--- config.mk ---
export PLATFORM = sky130hd
export DESIGN_NAME = time_counter
export DESIGN_NICKNAME = d
export VERILOG_FILES = /design/src/rtl/time_counter.sv
export SDC_FILE = /design/constraint.sdc
export NUM_CORES = 1
export LEC_CHECK = 0
export BUFFER_PORTS_ARGS = -buffer_cell sky130_fd_sc_hd__buf_2
export CAP_MARGIN = 20
export CORE_MARGIN = 4
export CORE_UTILIZATION = 51
export CTS_CLUSTER_DIAMETER = 30
export DETAILED_ROUTE_END_ITERATION = 10
export GPL_TIMING_DRIVEN = 0
export PLACE_DENSITY = 0.75
export RECOVER_POWER = 25
export SLEW_MARGIN = 5
export SYNTH_ARGS = -nofsm -noshare
export SYNTH_HDL_FRONTEND = slang
export SYNTH_SLANG_ARGS = --single-unit
--- constraint.sdc ---
create_clock -name i_clk -period 2.53 [get_ports i_clk]
set_clock_uncertainty 0.1 [all_clocks]
set_input_delay 0.1265 -clock i_clk [delete_from_list [all_inputs] [get_ports i_clk]]
set_output_delay 0.1265 -clock i_clk [all_outputs]
set_load 0.02 [all_outputs]
--- src/rtl/time_counter.sv ---
// Time-of-day counter: packed BCD HH:MM:SS advanced by a one-per-second tick.
// Supports validated loads, run/stop control, and a carry pulse when the day wraps.
module time_counter #(
  parameter int unsigned p_hours = 24
) (
  input  logic        i_clk,
  input  logic        i_rst,
  input  logic        i_tick,
  input  logic        i_start,
  input  logic        i_stop,
  input  logic        i_load,
  input  logic [23:0] i_time,
  output logic [23:0] o_time,
  output logic        o_carry,
  output logic        o_err,
  output logic        o_run,
  output logic        o_hold
);

  localparam logic [1:0] ST_STOP = 2'd0;
  localparam logic [1:0] ST_RUN  = 2'd1;
  localparam logic [1:0] ST_LOAD = 2'd2;

  localparam logic [7:0] HH_LIMIT    = 8'(p_hours);
  localparam logic [7:0] HH_LAST_BCD = {4'((p_hours - 1) / 10), 4'((p_hours - 1) % 10)};

  logic [1:0]  state_q, state_d;
  logic [23:0] time_q, time_d;
  logic [23:0] cap_q, cap_d;
  logic        carry_q, carry_d;
  logic        err_q, err_d;
  logic [1:0]  rst_sync_q, rst_sync_d;

  logic        load_ok;
  logic [7:0]  ld_hh_bin;
  logic [23:0] time_inc;
  logic        ss_wrap, mm_wrap, day_wrap;
  logic [7:0]  hh_inc;

  // Advance a 00..59 BCD byte by one, wrapping 59 back to 00.
  function automatic logic [7:0] bcd_inc60(input logic [7:0] v);
    logic [7:0] r;
    if (v[3:0] == 4'd9) begin
      r = (v[7:4] == 4'd5) ? 8'h00 : {v[7:4] + 4'd1, 4'd0};
    end else begin
      r = {v[7:4], v[3:0] + 4'd1};
    end
    return r;
  endfunction

  // Load-value validation: legal BCD digits, minutes/seconds below 60, hours below the modulus.
  always_comb begin
    ld_hh_bin = ({4'd0, i_time[23:20]} * 8'd10) + {4'd0, i_time[19:16]};
    load_ok   = (i_time[19:16] <= 4'd9) && (i_time[11:8] <= 4'd9) && (i_time[3:0] <= 4'd9) &&
                (i_time[15:12] <= 4'd5) && (i_time[7:4] <= 4'd5) && (ld_hh_bin < HH_LIMIT);
  end

  // Next time value for one tick, with ripple carry SS -> MM -> HH and day wrap.
  always_comb begin
    ss_wrap  = (time_q[7:0] == 8'h59);
    mm_wrap  = (time_q[15:8] == 8'h59);
    day_wrap = ss_wrap && mm_wrap && (time_q[23:16] == HH_LAST_BCD);
    if (time_q[23:16] == HH_LAST_BCD) begin
      hh_inc = 8'h00;
    end else if (time_q[19:16] == 4'd9) begin
      hh_inc = {time_q[23:20] + 4'd1, 4'd0};
    end else begin
      hh_inc = {time_q[23:20], time_q[19:16] + 4'd1};
    end
    time_inc[7:0]   = bcd_inc60(time_q[7:0]);
    time_inc[15:8]  = ss_wrap ? bcd_inc60(time_q[15:8]) : time_q[15:8];
    time_inc[23:16] = (ss_wrap && mm_wrap) ? hh_inc : time_q[23:16];
  end

  // FSM and datapath next-state; nothing moves until the reset synchroniser has drained.
  always_comb begin
    state_d    = state_q;
    time_d     = time_q;
    cap_d      = cap_q;
    carry_d    = 1'b0;
    err_d      = 1'b0;
    rst_sync_d = {rst_sync_q[0], 1'b0};
    if (!rst_sync_q[1]) begin
      case (state_q)
        ST_STOP: begin
          if (i_load) begin
            if (load_ok) begin
              cap_d   = i_time;
              state_d = ST_LOAD;
            end else begin
              err_d = 1'b1;
            end
          end else if (i_start && !i_stop) begin
            state_d = ST_RUN;
          end
        end
        ST_RUN: begin
          // A load request (valid or not) suppresses the tick and stop in this cycle.
          if (i_load) begin
            if (load_ok) begin
              cap_d   = i_time;
              state_d = ST_LOAD;
            end else begin
              err_d = 1'b1;
            end
          end else begin
            if (i_tick) begin
              time_d  = time_inc;
              carry_d = day_wrap;
            end
            if (i_stop) begin
              state_d = ST_STOP;
            end
          end
        end
        ST_LOAD: begin
          time_d  = cap_q;
          state_d = ST_STOP;
        end
        default: state_d = ST_STOP;
      endcase
    end
  end

  // State registers with asynchronous reset; synchroniser holds off the first update.
  always_ff @(posedge i_clk or posedge i_rst) begin
    if (i_rst) begin
      state_q    <= ST_STOP;
      time_q     <= '0;
      cap_q      <= '0;
      carry_q    <= 1'b0;
      err_q      <= 1'b0;
      rst_sync_q <= '1;
    end else begin
      state_q    <= state_d;
      time_q     <= time_d;
      cap_q      <= cap_d;
      carry_q    <= carry_d;
      err_q      <= err_d;
      rst_sync_q <= rst_sync_d;
    end
  end

  // Outputs come straight from registers.
  always_comb begin
    o_time  = time_q;
    o_carry = carry_q;
    o_err   = err_q;
    o_run   = (state_q == ST_RUN);
    o_hold  = (state_q != ST_RUN);
  end

endmodule

Yosys cells after proc, flatten, opt, wreduce, memory -nomap -nowiden
Cells that the tools add are included.
{ "totals": {"reg_bits": 54, "latchBits": 0, "ramBits": 0, "mem_bits_ro": 0, "inputBits": 30, "output_inout_bits": 28, "memories": 0} }
{ "classes": {"add_sub_neg": 7, "mul": 1, "div": 0, "n_lt_le_gt_ge": 6, "eq_ne": 20, "shift": 0, "n_mux": 25, "bitwise": 1, "n_reduce_logical": 20} }
{ "op_table": {"columns": ["cell", "count"], "rows": [
  ["8-bit two-way mux", 8],
  ["24-bit two-way mux", 2],
  ["24-bit one-hot mux with 2 select lines", 1],
  ["4-bit by 1-bit adder with 4-bit output (second input constant)", 6],
  ["8-bit by 7-bit equality test with 1-bit output (second input constant)", 2],
  ["5-bit AND reduction", 3],
  ["4-bit equality test (second input constant)", 3],
  ["4-bit <= comparator (second input constant)", 3],
  ["6-bit AND reduction", 2],
  ["2-bit two-way mux", 5],
  ["2-bit by 1-bit != test with 1-bit output (second input constant)", 5],
  ["8-bit by 4-bit adder with 8-bit output", 1],
  ["4-bit by 3-bit equality test with 1-bit output (second input constant)", 2],
  ["8-bit by 6-bit equality test with 1-bit output (second input constant)", 1],
  ["4-bit by 3-bit <= comparator with 1-bit output (second input constant)", 2],
  ["1-bit logical AND", 8],
  ["8-bit by 5-bit less-than comparator with 1-bit output (second input constant)", 1],
  ["1-bit two-way mux", 8],
  ["4-bit AND reduction", 2],
  ["4-bit by 3-bit multiplier with 7-bit output (second input constant)", 1],
  ["3-bit != test (second input constant)", 2],
  ["2-bit != test (second input constant)", 2],
  ["2-bit one-hot mux with 2 select lines", 1],
  ["3-bit by 1-bit != test with 1-bit output (second input constant)", 1],
  ["other kinds (8)", 8]
]} }

Depth between registers and ports, before layout
Gate-level depths: netlist of run 1.
{ "logic_depth": {"word_depth": 10, "ltp_mapped": 9} }

Least setup slack after synthesis of run 1
Ideal clock, no wire load.
{ "synth_path": {"kind": "input to register", "startpoint": "input i_time[21]", "endpoint": "register cap_q[0]", "arrival_time_ps": 2491, "t_required_ps": 2305, "slack_ps": -186, "cell_stages": 9, "n_path_buf": 1, "path_cell_list": "ha_1 -> ha_1 -> fa_1 -> nand2_1 -> a21oi_1 -> nand2_1 -> a2111oi_4 -> buf_6 -> mux2_2"} }
{ "synth_between": {"elab_chain_cells": 5} }
{ "synth_rtl": {"columns": ["element", "line_no", "source"], "rows": [
  ["from (decl)", "12", "input logic [23:0] i_time,"],
  ["4-bit by 3-bit multiplier with 7-bit output", "53", "ld_hh_bin = ({4'd0, i_time[23:20]} * 8'd10) + {4'd0, i_time[19:16]};"],
  ["8-bit by 4-bit adder with 8-bit output", "53", null],
  ["8-bit by 5-bit less-than comparator with 1-bit output", "55", "(i_time[15:12] <= 4'd5) && (i_time[7:4] <= 4'd5) && (ld_hh_bin < HH_LIMIT);"],
  ["1-bit logical AND", "55", null],
  ["4-bit AND reduction (no source line)", null, null],
  ["to (signal assigned)", "137", "cap_q <= cap_d;"],
  ["to (decl)", "29", "logic [23:0] cap_q, cap_d;"]
]} }
Every way passes these cells.
A chain may end at the register's enable or synchronous reset.

Worst setup path in the final report of run 1
{ "layout_path": {"startpoint": "register time_q[20], in the netlist o_time[20]", "endpoint": "register time_q[17], in the netlist o_time[17]"} }
{ "layout_between": {"elab_chain_cells": 6} }
{ "layout_rtl": {"columns": ["element", "line_no", "source"], "rows": [
  ["from (decl)", "28", "logic [23:0] time_q, time_d;"],
  ["from (signal assigned)", "136", "time_q <= time_d;"],
  ["8-bit by 6-bit equality test with 1-bit output", "63", "if (time_q[23:16] == HH_LAST_BCD) begin"],
  ["8-bit two-way mux", "63", null],
  ["8-bit two-way mux", "72", "time_inc[23:16] = (ss_wrap && mm_wrap) ? hh_inc : time_q[23:16];"],
  ["24-bit two-way mux", "107", "if (i_tick) begin"],
  ["24-bit two-way mux", "99", "if (i_load) begin"],
  ["24-bit one-hot mux with 2 select lines", "84", "case (state_q)"]
]} }
Every way passes these cells. The select of a mux whose other input is x is not followed.

==> results.md, run 1 <==
- Max cap viols: 0
- Synthesized area per cell: 10.35 µm²
- Initial Util: 0.5311
- Mapped Nets: 329
- Worst path bufs/invs: 1
- Vias: 2557
- Die area: 7087 µm²
- First-pass GRT wire length: 12.37 mm
- Crit-path slowest cell: or4b_2
- Least-Margin Pin Slew: 1174 ps
- Total track usage: 0.2123
- Area taken by multi-input logic gates: 1587 µm²
- Setup crit end kind: flop
- Status: complete, no violations
- P_leak: 1.699 nW
- Vias per inst: 5.682
- Switching share of power: 0.3688
- FF/Latch Area: 1354 µm²
- CTS H-Tree Depth: 2
- Grt total ovfl: 0
- Critical path type: reg -> reg
- Synth area leaders: dfrtp_1 (44%), mux2_2 (9.9%), o21ai_0 (5.4%)
- Diode count: 0
- Post-placement setup slack: -587.9 ps
- Flop-to-flop setup slack: 90 ps
- Setup TNS: 0 ps
- Layout area overhead: 26.80%
- Slew Viols, Final: 0
- Largest net degree at the start of global routing: 31
- Internal: 1.509 mW
- Synthesized area: 2960 µm²
- Chip height: 84.19 µm
- Post-DP HPWL: 5.156 mm
- Post-synth EDFFs: 0
- DP Area: 3400 µm²
- Mapped Cells: 286
- RSZ-0062 raised after global routing: no
- Final period util: 0.9645
- Die Width: 84.19 µm
- Worst-Skew Late Latency: 320 ps
- Synth Register Bits: 54
- Max incr delay on CP: 640 ps
- Cts bufs inserted: 5
- Worst Setup SP: o_time[20]
- Main synth FF type: dfrtp_1
- Setup Viol. Count Final: 0
- Worst slew margin: 0.2167
- Fill count: 459
- Critical Path Stages: 7
- CTS Buffer Depth: 2
- DRT iter0 DRCs: 170
- CP top delay family: compound AO/OA/AOI/OAI gates
- CTS Sinks: 54
- DRT antenna net count: 0
- Ys async rst share: 1.000
- Pwr/cell area: 637.1 nW/µm²
- WP data required: 2620 ps
- IO Pins: 58
- CP cell instances: inv_1 > ha_1 > or4b_2 > o211ai_1 > nor2_1 > a2111oi_0 > a21oi_1
- Post-synth top area cell: dfrtp_1
- I/O Buffers: 57
- Crit path to: o_time[17]
- Final GP Congestion: 0.8353
- Reg2reg end: o_time[17]
- Root buf cell: clkbuf_8
- P_sw: 881.8 µW
- Vias in the first global route: 2484
- Post-layout util: 0.6734
- FF-to-FF Start: o_time[20]
- Top-area cell type share of the netlist area: 0.4396
- CTS tree: done
- Sequential group share of total power: 0.482
- Distinct cell type count after synthesis: 49
- R2R depth: 7
- Worst setup SP type: flop
- Final Hold Vio Count: 0
- Design Area, Final: 3754 µm²
- F_max: 409.8 MHz
- Worst-path clk slew: 90 ps
- Combinational power share: 0.314
- Nets@finish: 420
- Row cnt: 27
- DRT Wirelength: 7.216 mm
- DR WL/cell: 16.04 µm
- Initial antenna violation count: 0
- Share of layout cells above drive strength 1: 0.3042
- DRC: 0
- YS warnings: 0
- Core area: 5574 µm²
- Maximum vdd drop: 0.3363 mV
- TritonRoute pass-1 iters: 4
- Sequential share of the synthesized area: 0.4573
- Worst endpoint data arrival time: 2530 ps
- Fin crit period: 2440 ps
- Worst Path Max Fanout: 5
- Final Worst Setup Slack: 89.76 ps
- Worst hold path type: in -> reg
- Clock share of power: 0.204
[power groups by stage]
stage	combinational (mW)	clock (mW)	sequential, mW
global route	0.833	0.547	1.18
finish	0.750	0.489	1.15
detailed placement	0.713	0	1.16
global placement	0.689	0	1.16
floorplan	0.377	0	1.25
CTS	0.738	0.503	1.15
[worst min-delay path by stage]
stage,endpoint,cells after the start,startpoint
2_1_floorplan,state_q[0],2,i_load
3_3_place_gp,rst_sync_q[1],0,rst_sync_q[0]
3_5_place_dp,o_time[2],2,i_rst
4_1_cts,cap_q[20],2,i_time[20]
5_1_grt,cap_q[17],2,i_time[17]
6_report,cap_q[17],2,i_time[17]
[what timing repair did]
action	CTS	global route
pin swaps	1	2
hold buffers	19	0
setup endpoints to repair	22	24
buffers inserted	3	4
hold endpoints to repair	45	0
resized for setup	0	7
[stage by stage]
stage	total power [mW]	std cells	hold slack, ps
global route	2.558	450	16.37
global placement	1.850	415	245.8
floorplan	1.627	286	162.5
detailed placement	1.878	416	161.9
CTS	2.391	446	6.884
finish	2.391	450	12.88
[cells in the final DEF (no fill, tap or decap), drive strengths merged, types with 3 or more instances in the layout]
master and instances:
o31ai 4, xor2 3, dlygate4sd3 19, buf 66
nand2b 7, nand2 18, a31oi 3, nor3 10
ha 12, mux2 26, nor4b 4, nand3 7
and3 4, mux2i 3, a21oi 27, dfrtp 52
clkbuf 15, nor4 3, nor2 10, inv 5
nor2b 8, nand4bb 3, o21ai 37
[synth_stat cells (all sizes together), types with 5 or more instances]
cell type	count
nor2	10
o21ai	37
dfrtp	52
a21oi	27
nand3	7
nor2b	8
mux2	26
nor3	10
nand2b	7
clkbuf	7
inv	5
ha	12
nand2	18
[cell type report]
| class | instances | share of cell area |
|---|---|---|
| multi-input combinational | 216 | 0.4227 |
| sequential | 54 | 0.3607 |
| timing repair buffer | 84 | 0.1450 |
| tap | 72 | 0.02400 |
| buffer | 11 | 0.01867 |
| clock buffer | 5 | 0.01833 |
| clock inverter | 3 | 0.005667 |
| inverter | 5 | 0.005000 |
[sequential cells by signal, summed over array words and instances, names as in the netlist]
register / cells
o_carry: 1
o_err: 1
rst_sync_q: 2
cap_q: 24
o_time: 24
state_q: 2
[cells by family after synthesis]
logic type	count (synthesis)	share of synthesized area
fa+ha+maj	13	0.05748
compound gates	85	0.1720
xor+xnor	5	0.01480
simple gates	83	0.1623
flops	54	0.4573
mux	29	0.1090
buf+inv	16	0.02578
other cells	1	0.001267
[layer usage]
layer  vias up  routed length [µm]  global-route usage
li1       1230                   -                   -
met1      1237                3240              0.2976
met2        78                3396              0.3386
met3        12                 474             0.04024
met4         0                 104             0.05702
met5         -                   0                   0
(Power assumes the default switching activity.)
==> run 2, diff against run 1 <==
CELL_PAD_IN_SITES_DETAIL_PLACEMENT = 1   (was default)
CELL_PAD_IN_SITES_GLOBAL_PLACEMENT = 1   (was default)
CORE_UTILIZATION = 43   (was 51)
PLACE_DENSITY = default   (was 0.75)
PLACE_DENSITY_LB_ADDON = 0.1   (was default)
SLEW_MARGIN = 20   (was 5)
==> results.md, run 2 (synthesis gave the netlist of run 1 again) <==
- IO Pins: 58 (unchanged)
- Area taken by multi-input logic gates: 1592 µm² (was 1587 µm²)
- P_leak: 1.718 nW (was 1.699 nW)
- Critical path type: in -> reg (was reg -> reg)
- Setup crit end kind: flop (unchanged)
- Vias: 2644 (was 2557)
- Initial antenna violation count: 0 (unchanged)
- Initial Util: 0.4533 (was 0.5311)
- DRC: 0 (unchanged)
- Worst setup SP type: input port (was flop)
- Worst-path clk slew: 100 ps (was 90 ps)
- DP Area: 3388 µm² (was 3400 µm²)
- Crit-path slowest cell: fa_1 (was or4b_2)
- FF/Latch Area: 1355 µm² (was 1354 µm²)
- CP top delay family: adder cells (was compound AO/OA/AOI/OAI gates)
- Max incr delay on CP: 470 ps (was 640 ps)
- Post-DP HPWL: 6.024 mm (was 5.156 mm)
- Commonest non-fill, non-tap cell in the layout: buf_2 (unchanged)
- DRT Wirelength: 8.745 mm (was 7.216 mm)
- Diode count: 0 (unchanged)
- Post-layout util: 0.5818 (was 0.6734)
- Largest net degree at the start of global routing: 55 (was 31)
- Cts bufs inserted: 5 (unchanged)
- DR WL/cell: 19.18 µm (was 16.04 µm)
- CP cell instances: buf_2 > ha_4 > ha_4 > fa_1 > nand2_1 > a21oi_2 > o21bai_4 > a2111oi_4 > buf_6 > buf_4 > mux2_2 (was inv_1 > ha_1 > or4b_2 > o211ai_1 > nor2_1 > a2111oi_0 > a21oi_1)
- RSZ-0062 raised after global routing: no (unchanged)
- Final period util: 0.9637 (was 0.9645)
- F_max: 410.1 MHz (was 409.8 MHz)
- Final Worst Setup Slack: 91.74 ps (was 89.76 ps)
- Fill count: 737 (was 459)
- WP data required: 2640 ps (was 2620 ps)
- Final GP Congestion: 0.7934 (was 0.8353)
- TritonRoute pass-1 iters: 4 (unchanged)
- Design Area, Final: 3800 µm² (was 3754 µm²)
- Maximum vdd drop: 0.3621 mV (was 0.3363 mV)
- CTS Sinks: 54 (unchanged)
- Final Hold Vio Count: 0 (unchanged)
- Most frequent cells in the layout: buf_2 (54), dfrtp_1 (51), o21ai_0 (32) (was buf_2 (55), dfrtp_1 (52), o21ai_0 (32))
- Chip height: 90.97 µm (was 84.19 µm)
- Share of layout cells above drive strength 1: 0.3087 (was 0.3042)
- Grt total ovfl: 0 (unchanged)
- Vias per inst: 5.798 (was 5.682)
- Die area: 8276 µm² (was 7087 µm²)
- Slew Viols, Final: 0 (unchanged)
- Least-Margin Pin Slew: 1158 ps (was 1174 ps)
- Vias in the first global route: 2862 (was 2484)
- Core area: 6531 µm² (was 5574 µm²)
- Worst hold path type: in -> reg (unchanged)
- Worst Path Max Fanout: 5 (unchanged)
- Post-placement setup slack: -609.0 ps (was -587.9 ps)
- Die Width: 90.97 µm (was 84.19 µm)
- Layout area overhead: 28.36% (was 26.80%)
- DRT iter0 DRCs: 124 (was 170)
- Worst-Skew Late Latency: 320 ps (about the same)
- Critical Path Most Common Cell: ha_4
- CTS H-Tree Depth: 2 (unchanged)
- Fin crit period: 2438 ps (was 2440 ps)
- Status: complete, no violations (unchanged)
- Setup Viol. Count Final: 0 (unchanged)
- Nets@finish: 421 (was 420)
- Worst endpoint data arrival time: 2550 ps (was 2530 ps)
- Max cap viols: 0 (unchanged)
- Worst slew margin: 0.2266 (was 0.2167)
- CTS Buffer Depth: 2 (unchanged)
- Pwr/cell area: 663.1 nW/µm² (was 637.1 nW/µm²)
- PnR Total Power: 2.520 mW (was 2.391 mW)
- DRT antenna net count: 0 (unchanged)
- First-pass GRT wire length: 14.45 mm (was 12.37 mm)
- I/O Buffers: 57 (unchanged)
- Root buf cell: clkbuf_8 (unchanged)
- Total track usage: 0.2133 (was 0.2123)
- CTS tree: done (unchanged)
- Row cnt: 29 (was 27)
- Worst path bufs/invs: 3 (was 1)
==> run 2: cell count changes in the layout (fill, tap and decap cells not counted), sizes merged <==
cell      change
buf           -1
bufinv        +1
clkbuf        +2
clkinvlp      -1
==> run 2: layout make-up <==
type,count,share of cell area
inverter,5,0.004939
buffer,11,0.01844
tap,77,0.02535
clock buffer,5,0.01811
clock inverter,3,0.01054
multi-input combinational,216,0.4188
timing repair buffer,85,0.1472
sequential,54,0.3566
==> run 2: final timing paths <==
check	slack, ps	startpoint	depth (start not counted)	end
min in group asynchronous	550	i_rst	3	cap_q[3]
hold reg to reg	260	rst_sync_q[0]	0	rst_sync_q[1]
hold / removal	5	i_load	3	state_q[0]
setup / recovery	90	i_time[21]	11	cap_q[9]
setup reg to reg	140	o_time[1]	5	o_time[22]
max in group asynchronous	1000	i_rst	3	o_time[20]
==> run 2: per-layer routing <==
metal | track usage | part of all wire | vias to the layer above
met1 | 0.2832 | 0.45 | 1333
met4 | 0.04523 | 0.015 | 0
met3 | 0.03306 | 0.027 | 13
met5 | 0 | 0 | -
li1 | - | - | 1243
met2 | 0.3697 | 0.51 | 55
==> run 2: worst reg2reg max path, stage by stage, from the launching register on <==
cell and delay (ps):
dfrtp_1 470, nand4bb_1 380, nor4_2 500, nand3_1 230, a21oi_4 250, mux2_2 360
==> run 2: what timing repair did <==
item | 4_1_cts | 5_1_grt
setup endpoints to repair | 22 | 28
cloned | 0 | 1
hold buffers | 19 | 0
pin swaps | 1 | 4
setup buffers | 3 | 5
hold endpoints to repair | 70 | 0
resized for setup | 0 | 11
==> run 2: report_power, final <==
group	switching [mW]	internal (mW)	total, mW
Combinational	0.440	0.324	0.764
Clock	0.301	0.292	0.593
Sequential	0.174	0.989	1.16
==> run 2: metrics by stage <==
step | TNS, ps | hold WS (ps) | instances
6_report | 0 | 5.025 | 456
5_1_grt | 0 | 6.265 | 456
4_1_cts | 0 | 0.07680 | 450
3_5_place_dp | -12930 | 194.2 | 420
3_3_place_gp | -12790 | 247.5 | 420
2_1_floorplan | -1474 | 162.5 | 286
